### src/rtl/dual_issue_sequencer.sv
// Two-wide issue sequencer: buffers one fetched pair and issues it either as a
// pair in one cycle or split over two cycles, with flush, backpressure and counters.
module dual_issue_sequencer #(
    parameter int          CNT_W = 16,
    parameter logic [31:0] NOP   = 32'h00000013
) (
    input  logic             clk,
    input  logic             reset,
    input  logic             fetch_valid,
    input  logic [31:0]      fetch_ins1,
    input  logic [31:0]      fetch_ins2,
    input  logic             pair_ok,
    input  logic             issue_ready,
    input  logic             flush,
    output logic             fetch_ready,
    output logic             slot0_valid,
    output logic [31:0]      slot0_ins,
    output logic             slot1_valid,
    output logic [31:0]      slot1_ins,
    output logic [1:0]       pc_adv,
    output logic [CNT_W-1:0] pair_cnt,
    output logic [CNT_W-1:0] single_cnt
);

    localparam logic [1:0] ST_EMPTY  = 2'd0;
    localparam logic [1:0] ST_FULL   = 2'd1;
    localparam logic [1:0] ST_SECOND = 2'd2;

    logic [1:0]       state_r;
    logic [31:0]      buf1_r;
    logic [31:0]      buf2_r;
    logic             buf_ok_r;
    logic [CNT_W-1:0] pair_cnt_r;
    logic [CNT_W-1:0] single_cnt_r;

    logic [1:0]  next_state_s;
    logic        capture_s;
    logic        pair_inc_s;
    logic        single_inc_s;
    logic        fire_s;
    logic        fetch_ready_s;
    logic        slot0_valid_s;
    logic [31:0] slot0_ins_s;
    logic        slot1_valid_s;
    logic [31:0] slot1_ins_s;
    logic [1:0]  pc_adv_s;

    assign fire_s = issue_ready & ~flush;

    // Next-state, slot presentation, capture and counter-increment decode.
    always_comb begin
        next_state_s  = state_r;
        capture_s     = 1'b0;
        pair_inc_s    = 1'b0;
        single_inc_s  = 1'b0;
        fetch_ready_s = 1'b0;
        slot0_valid_s = 1'b0;
        slot0_ins_s   = NOP;
        slot1_valid_s = 1'b0;
        slot1_ins_s   = NOP;
        pc_adv_s      = 2'd0;
        case (state_r)
            ST_EMPTY: begin
                fetch_ready_s = ~flush;
                if (fetch_valid && !flush) begin
                    capture_s    = 1'b1;
                    next_state_s = ST_FULL;
                end else begin
                    next_state_s = ST_EMPTY;
                end
            end
            ST_FULL: begin
                slot0_valid_s = 1'b1;
                slot0_ins_s   = buf1_r;
                slot1_valid_s = buf_ok_r;
                slot1_ins_s   = buf_ok_r ? buf2_r : NOP;
                if (fire_s && buf_ok_r) begin
                    pc_adv_s      = 2'd2;
                    pair_inc_s    = 1'b1;
                    fetch_ready_s = 1'b1;
                    // Bypass: refill in the same cycle keeps dual issue back to back.
                    if (fetch_valid) begin
                        capture_s    = 1'b1;
                        next_state_s = ST_FULL;
                    end else begin
                        next_state_s = ST_EMPTY;
                    end
                end else if (fire_s) begin
                    pc_adv_s     = 2'd1;
                    single_inc_s = 1'b1;
                    next_state_s = ST_SECOND;
                end else begin
                    next_state_s = ST_FULL;
                end
            end
            ST_SECOND: begin
                slot0_valid_s = 1'b1;
                slot0_ins_s   = buf2_r;
                if (fire_s) begin
                    pc_adv_s      = 2'd1;
                    single_inc_s  = 1'b1;
                    fetch_ready_s = 1'b1;
                    if (fetch_valid) begin
                        capture_s    = 1'b1;
                        next_state_s = ST_FULL;
                    end else begin
                        next_state_s = ST_EMPTY;
                    end
                end else begin
                    next_state_s = ST_SECOND;
                end
            end
            default: begin
                next_state_s = ST_EMPTY;
            end
        endcase
        // A branch redirect kills everything presented this cycle.
        if (flush) begin
            next_state_s  = ST_EMPTY;
            capture_s     = 1'b0;
            pair_inc_s    = 1'b0;
            single_inc_s  = 1'b0;
            fetch_ready_s = 1'b0;
            slot0_valid_s = 1'b0;
            slot0_ins_s   = NOP;
            slot1_valid_s = 1'b0;
            slot1_ins_s   = NOP;
            pc_adv_s      = 2'd0;
        end else begin
            next_state_s = next_state_s;
        end
    end

    // State and instruction buffer update.
    always_ff @(posedge clk or posedge reset) begin
        if (reset) begin
            state_r  <= ST_EMPTY;
            buf1_r   <= 32'd0;
            buf2_r   <= 32'd0;
            buf_ok_r <= 1'b0;
        end else begin
            state_r <= next_state_s;
            if (capture_s) begin
                buf1_r   <= fetch_ins1;
                buf2_r   <= fetch_ins2;
                buf_ok_r <= pair_ok;
            end
        end
    end

    // Wrapping issue performance counters.
    always_ff @(posedge clk or posedge reset) begin
        if (reset) begin
            pair_cnt_r   <= {CNT_W{1'b0}};
            single_cnt_r <= {CNT_W{1'b0}};
        end else begin
            if (pair_inc_s) begin
                pair_cnt_r <= pair_cnt_r + {{(CNT_W-1){1'b0}}, 1'b1};
            end
            if (single_inc_s) begin
                single_cnt_r <= single_cnt_r + {{(CNT_W-1){1'b0}}, 1'b1};
            end
        end
    end

    assign fetch_ready = fetch_ready_s;
    assign slot0_valid = slot0_valid_s;
    assign slot0_ins   = slot0_ins_s;
    assign slot1_valid = slot1_valid_s;
    assign slot1_ins   = slot1_ins_s;
    assign pc_adv      = pc_adv_s;
    assign pair_cnt    = pair_cnt_r;
    assign single_cnt  = single_cnt_r;

endmodule

### config.mk
export PLATFORM = sky130hd
export DESIGN_NAME = dual_issue_sequencer
export DESIGN_NICKNAME = d
export VERILOG_FILES = /design/src/rtl/dual_issue_sequencer.sv
export SDC_FILE = /design/constraint.sdc
export NUM_CORES = 1
export LEC_CHECK = 0
export BUFFER_PORTS_ARGS = -buffer_cell sky130_fd_sc_hd__buf_4
export CAP_MARGIN = 20
export CORE_MARGIN = 10
export CORE_UTILIZATION = 50
export DETAILED_ROUTE_END_ITERATION = 12
export PLACE_DENSITY = 0.89
export SETUP_SLACK_MARGIN = 0.2
export SYNTH_ARGS = -nofsm -noshare
export SYNTH_HDL_FRONTEND = slang
export SYNTH_SLANG_ARGS = --single-unit
### constraint.sdc
create_clock -name clk -period 4.1 [get_ports clk]
set_input_delay 0.615 -clock clk [delete_from_list [all_inputs] [get_ports clk]]
set_output_delay 0.615 -clock clk [all_outputs]
set_load 0.05 [all_outputs]
==> results.txt <==
- Hold Buf Count CTS: 0
* WP data required: 3.48 ns
- For this run, the leading register cell type out of synthesis is sky130_fd_sc_hd__dfrtp_1.
- Total clock sinks: between 90 and 100
- Maximum number of pins on one net before global-route repair: between 50 and 60
* Initial detailed-routing violation count: ~220
- Max capacitance violation total: 0
- CP startpoint: state_r[0]
- Setup slack of the critical path after layout: around 1.0 ns
- Clock tree synthesis inserted a total of 9 buffers.
* Detailed-route wire length per cell: 19.2 um
- CP cell instances: inv_1 > ha_1 > buf_4 > a22oi_1 > nor2_1 > buf_4
- Between clock sinks in the finished design, the worst skew comes to between 0.01 and 0.015 ns.
* Share of the clock period used by the worst path after layout: 75.1%
- From left edge to right edge, the die measures between 100 and 150 um.
* Pleak: 3.08 nW
* IR Drop Worst-Case VDD: 0.000258 V
* Most common cell in the netlist: sky130_fd_sc_hd__dfrtp_1
- In this run the mean area of a mapped cell was roughly 12 um2.
* Top cell types by occurrence after synthesis: 99 x sky130_fd_sc_hd__dfrtp_1, 50 x sky130_fd_sc_hd__mux2_1, 37 x sky130_fd_sc_hd__nor2_1
* Synth async-reset ratio: 100%
* Power density over cell area: between 400 and 500 mW/mm2
- The number of global-route vias before repair is roughly 4200.
- Overall Power: around 2.5 mW
- Once the floorplan was initialized, standard cells occupied approximately half of the core.
- Number of routed nets with antenna violations: 0
* CP Capture Type: output port
- Counting both buffers and inverters, the worst setup path holds a total of 3.
- Setup TNS Final: 0 ns
- The number of antenna violations at the first check in global routing is 0.
- Summing every instance area after synthesis gives ~0.0047 mm2.
* Class of the worst hold path: primary input to async pin
* Most used cell along the critical path: sky130_fd_sc_hd__buf_4
- Biggest area consumer among synthesized cells: sky130_fd_sc_hd__dfrtp_1
* Worst path slowest cell: sky130_fd_sc_hd__ha_1
- Across all layers, the routed design uses 3762 vias.
- Derived from the worst setup path, the maximum achievable clock frequency is ~320 MHz.
- Timing analysis after detailed placement gives a worst setup slack of ~1.2 ns.
* Row count: 35
* Main area contributors after synthesis: sky130_fd_sc_hd__dfrtp_1 52%, sky130_fd_sc_hd__mux2_1 12%, sky130_fd_sc_hd__a22oi_1 4.7%
* Number of levels in the clock H-tree: 3
- At the pin with the least slew margin, the transition time is between 0.9 and 1 ns.
- GRT overflow: 0
- The cell sitting at the root of the clock tree is a sky130_fd_sc_hd__clkbuf_8.
- Final estimated routing congestion in global placement: about 0.87
- Total global routing track utilization: a little under a fifth
* WL final: ~13 mm
* Total die area: about 0.014 mm2
* Fraction of post-synthesis cell area in the top cell type by area: 52.2%
- For this run, design rule violations remaining after detail routing come to 0.
* Run status: finished, final reports clean
- At the worst endpoint, the arrival time is around 2.5 ns.
- Layout cell share with drive strength beyond 1: 39.2%
- Final-report max-slew violation count: 0
- The worst pin sits at a relative slew slack of a little over a third.
* Placed cell areas: 0.00610 mm2
- Launch point of the worst reg-to-reg path: state_r[0]
- Top delay family on crit path: buffers and inverters
* Post-Layout Inst Area: about 0.0063 mm2
- On the worst path, the slowest cell contributes a delay of 0.71 ns.
* Number of endpoints with negative hold slack in the final report: 0
* First-pass GRT wire length: roughly 22 mm
- Once the clock tree was built, the setup fixing pass inserted 0 buffers.
- Boundary Pins: ~170
- Buffers placed on the I/O ports in this run total 170.
- Counting every instance in the synthesized netlist gives a little under 400.
- For the finished layout, the period the worst path requires is a little over 3 ns.
- STA classifies the critical path startpoint as a flip-flop.
- Sequential share of the synthesized area: a little over half
- Along the worst path, the maximum fanout reaches 20.
- Number of diodes: 0
* EDFF count, synth: 0
- Synth Net Count: about 470
- The final layout contains about 640 nets.
- Insertion delay to the later sink of the worst-skew pair: roughly 0.35 ns
* Post-Route Utilization: about two thirds
- Largest buffer count on any clock path: 2
* Total number of yosys warnings: 0
- After clock tree synthesis, the clock-pin slew on the worst setup and hold paths is ~0.1 ns.
- # setup viols final: 0
- Pre-Repair DR Iteration Count: 4
* Post-CTS Resized: 0
- Via density per instance: approximately 5.4
- Setup repair after global routing missed its margin: no
* Total half-perimeter wirelength after legalization and detailed placement: around 9.9 mm
- In this run the standard cell core region covers about 0.0092 mm2.
- Area added between synthesis and finish: 32.9%
- The synthesized netlist contains 43 unique library cells.
* Post-synthesis register bit count: 99
* Clock tree from TritonCTS: built
- Vert. Die Dim: around 120 um
* Critical path start-end classification: flip-flop to output port
==> power breakdown <==
part	switching (mW)	internal, mW
logic	0.336	0.249
clock network	0.329	0.340
registers	0.133	1.15
total	0.798	1.74
==> metal layers <==
metal / wire length, um / up-vias / part of all wire [%] / GRT usage, %
li1: - / 1709 / - / -
met1: 5500 / 1880 / 41 / 23.2
met4: 250 / 0 / 1.9 / 5.63
met5: 0 / - / 0 / 0
met3: 1080 / 21 / 8.1 / 6.52
met2: 6500 / 152 / 49 / 30.7
==> worst paths after layout <==
path | endpoint | slack, ns | depth (start not counted)
worst max-delay path | slot0_ins[10] | 1.02 | 6
worst min-delay path | single_cnt[15] | 0.41 | 3
worst max register to register | buf1_r[14] | 1.60 | 6
worst min register to register | pair_cnt[15] | 0.49 | 1
max in group asynchronous | buf1_r[14] | 3.17 | 3
min in group clk | buf2_r[26] | 0.47 | 2
==> worst register-to-register path, cell delays in order, from the launching register on <==
cell	delay (ns)
sky130_fd_sc_hd__dfrtp_1	0.39
sky130_fd_sc_hd__inv_1	0.08
sky130_fd_sc_hd__ha_1	0.49
sky130_fd_sc_hd__o211a_1	0.34
sky130_fd_sc_hd__o211ai_1	0.24
sky130_fd_sc_hd__buf_4	0.45
sky130_fd_sc_hd__mux2_2	0.41
==> kinds of logic after synthesis <==
logic type,synth area share (%)
flip-flops,52.2
AO/OA/AOI/OAI,6.59
multiplexers,15.9
buffers and inverters,3.56
adder cells (fa/ha/maj),1.58
XOR/XNOR,5.85
AND/OR/NAND/NOR,14.3
==> cells in the final DEF (no fill, tap or decap), types with 2 or more instances in the layout <==
| cell type | Yosys | layout |
|---|---|---|
| sky130_fd_sc_hd__nand2b_4 | 2 | 2 |
| sky130_fd_sc_hd__o21a_1 | 2 | 2 |
| sky130_fd_sc_hd__nor2_1 | 37 | 37 |
| sky130_fd_sc_hd__nand4_1 | 9 | 9 |
| sky130_fd_sc_hd__inv_1 | 7 | 6 |
| sky130_fd_sc_hd__mux2_1 | 50 | 50 |
| sky130_fd_sc_hd__nor3_1 | 4 | 4 |
| sky130_fd_sc_hd__xor2_1 | 11 | 11 |
| sky130_fd_sc_hd__dfrtp_1 | 99 | 99 |
| sky130_fd_sc_hd__clkinv_2 | 0 | 2 |
| sky130_fd_sc_hd__xnor2_1 | 17 | 17 |
| sky130_fd_sc_hd__clkbuf_8 | 0 | 9 |
| sky130_fd_sc_hd__a22oi_1 | 30 | 30 |
| sky130_fd_sc_hd__ha_1 | 6 | 6 |
| sky130_fd_sc_hd__or2_2 | 3 | 3 |
| sky130_fd_sc_hd__nand3_1 | 8 | 8 |
| sky130_fd_sc_hd__and4_1 | 5 | 5 |
| sky130_fd_sc_hd__buf_4 | 2 | 177 |
| sky130_fd_sc_hd__xnor2_2 | 2 | 2 |
| sky130_fd_sc_hd__and2_1 | 29 | 29 |
| sky130_fd_sc_hd__and3_1 | 4 | 4 |
| sky130_fd_sc_hd__a221o_1 | 3 | 3 |
| sky130_fd_sc_hd__mux2_2 | 16 | 16 |
| sky130_fd_sc_hd__bufinv_16 | 0 | 2 |
| sky130_fd_sc_hd__nand2_1 | 11 | 11 |
==> through the flow <==
stage                     instances  hold WS [ns]
after global placement          678         0.461
after global routing            693         0.453
after floorplan                 396         0.465
final                           693         0.408
after CTS                       693         0.435
after detailed placement        678         0.470
==> state kept, by name, summed over array words and instances (netlist names) <==
register / cells
pair_cnt: 16
buf_ok_r: 1
buf1_r: 32
single_cnt: 16
buf2_r: 32
state_r: 2
==> cell type report <==
class | count | area (um2)
timing repair buffer | 177 | 1330
tap | 129 | 161
clock inverter | 5 | 78.8
inverter | 8 | 32.5
sequential | 99 | 2480
clock buffer | 10 | 128
multi-input combinational | 265 | 2100
fill | 668 | 2930
(Power assumes the default switching activity.)
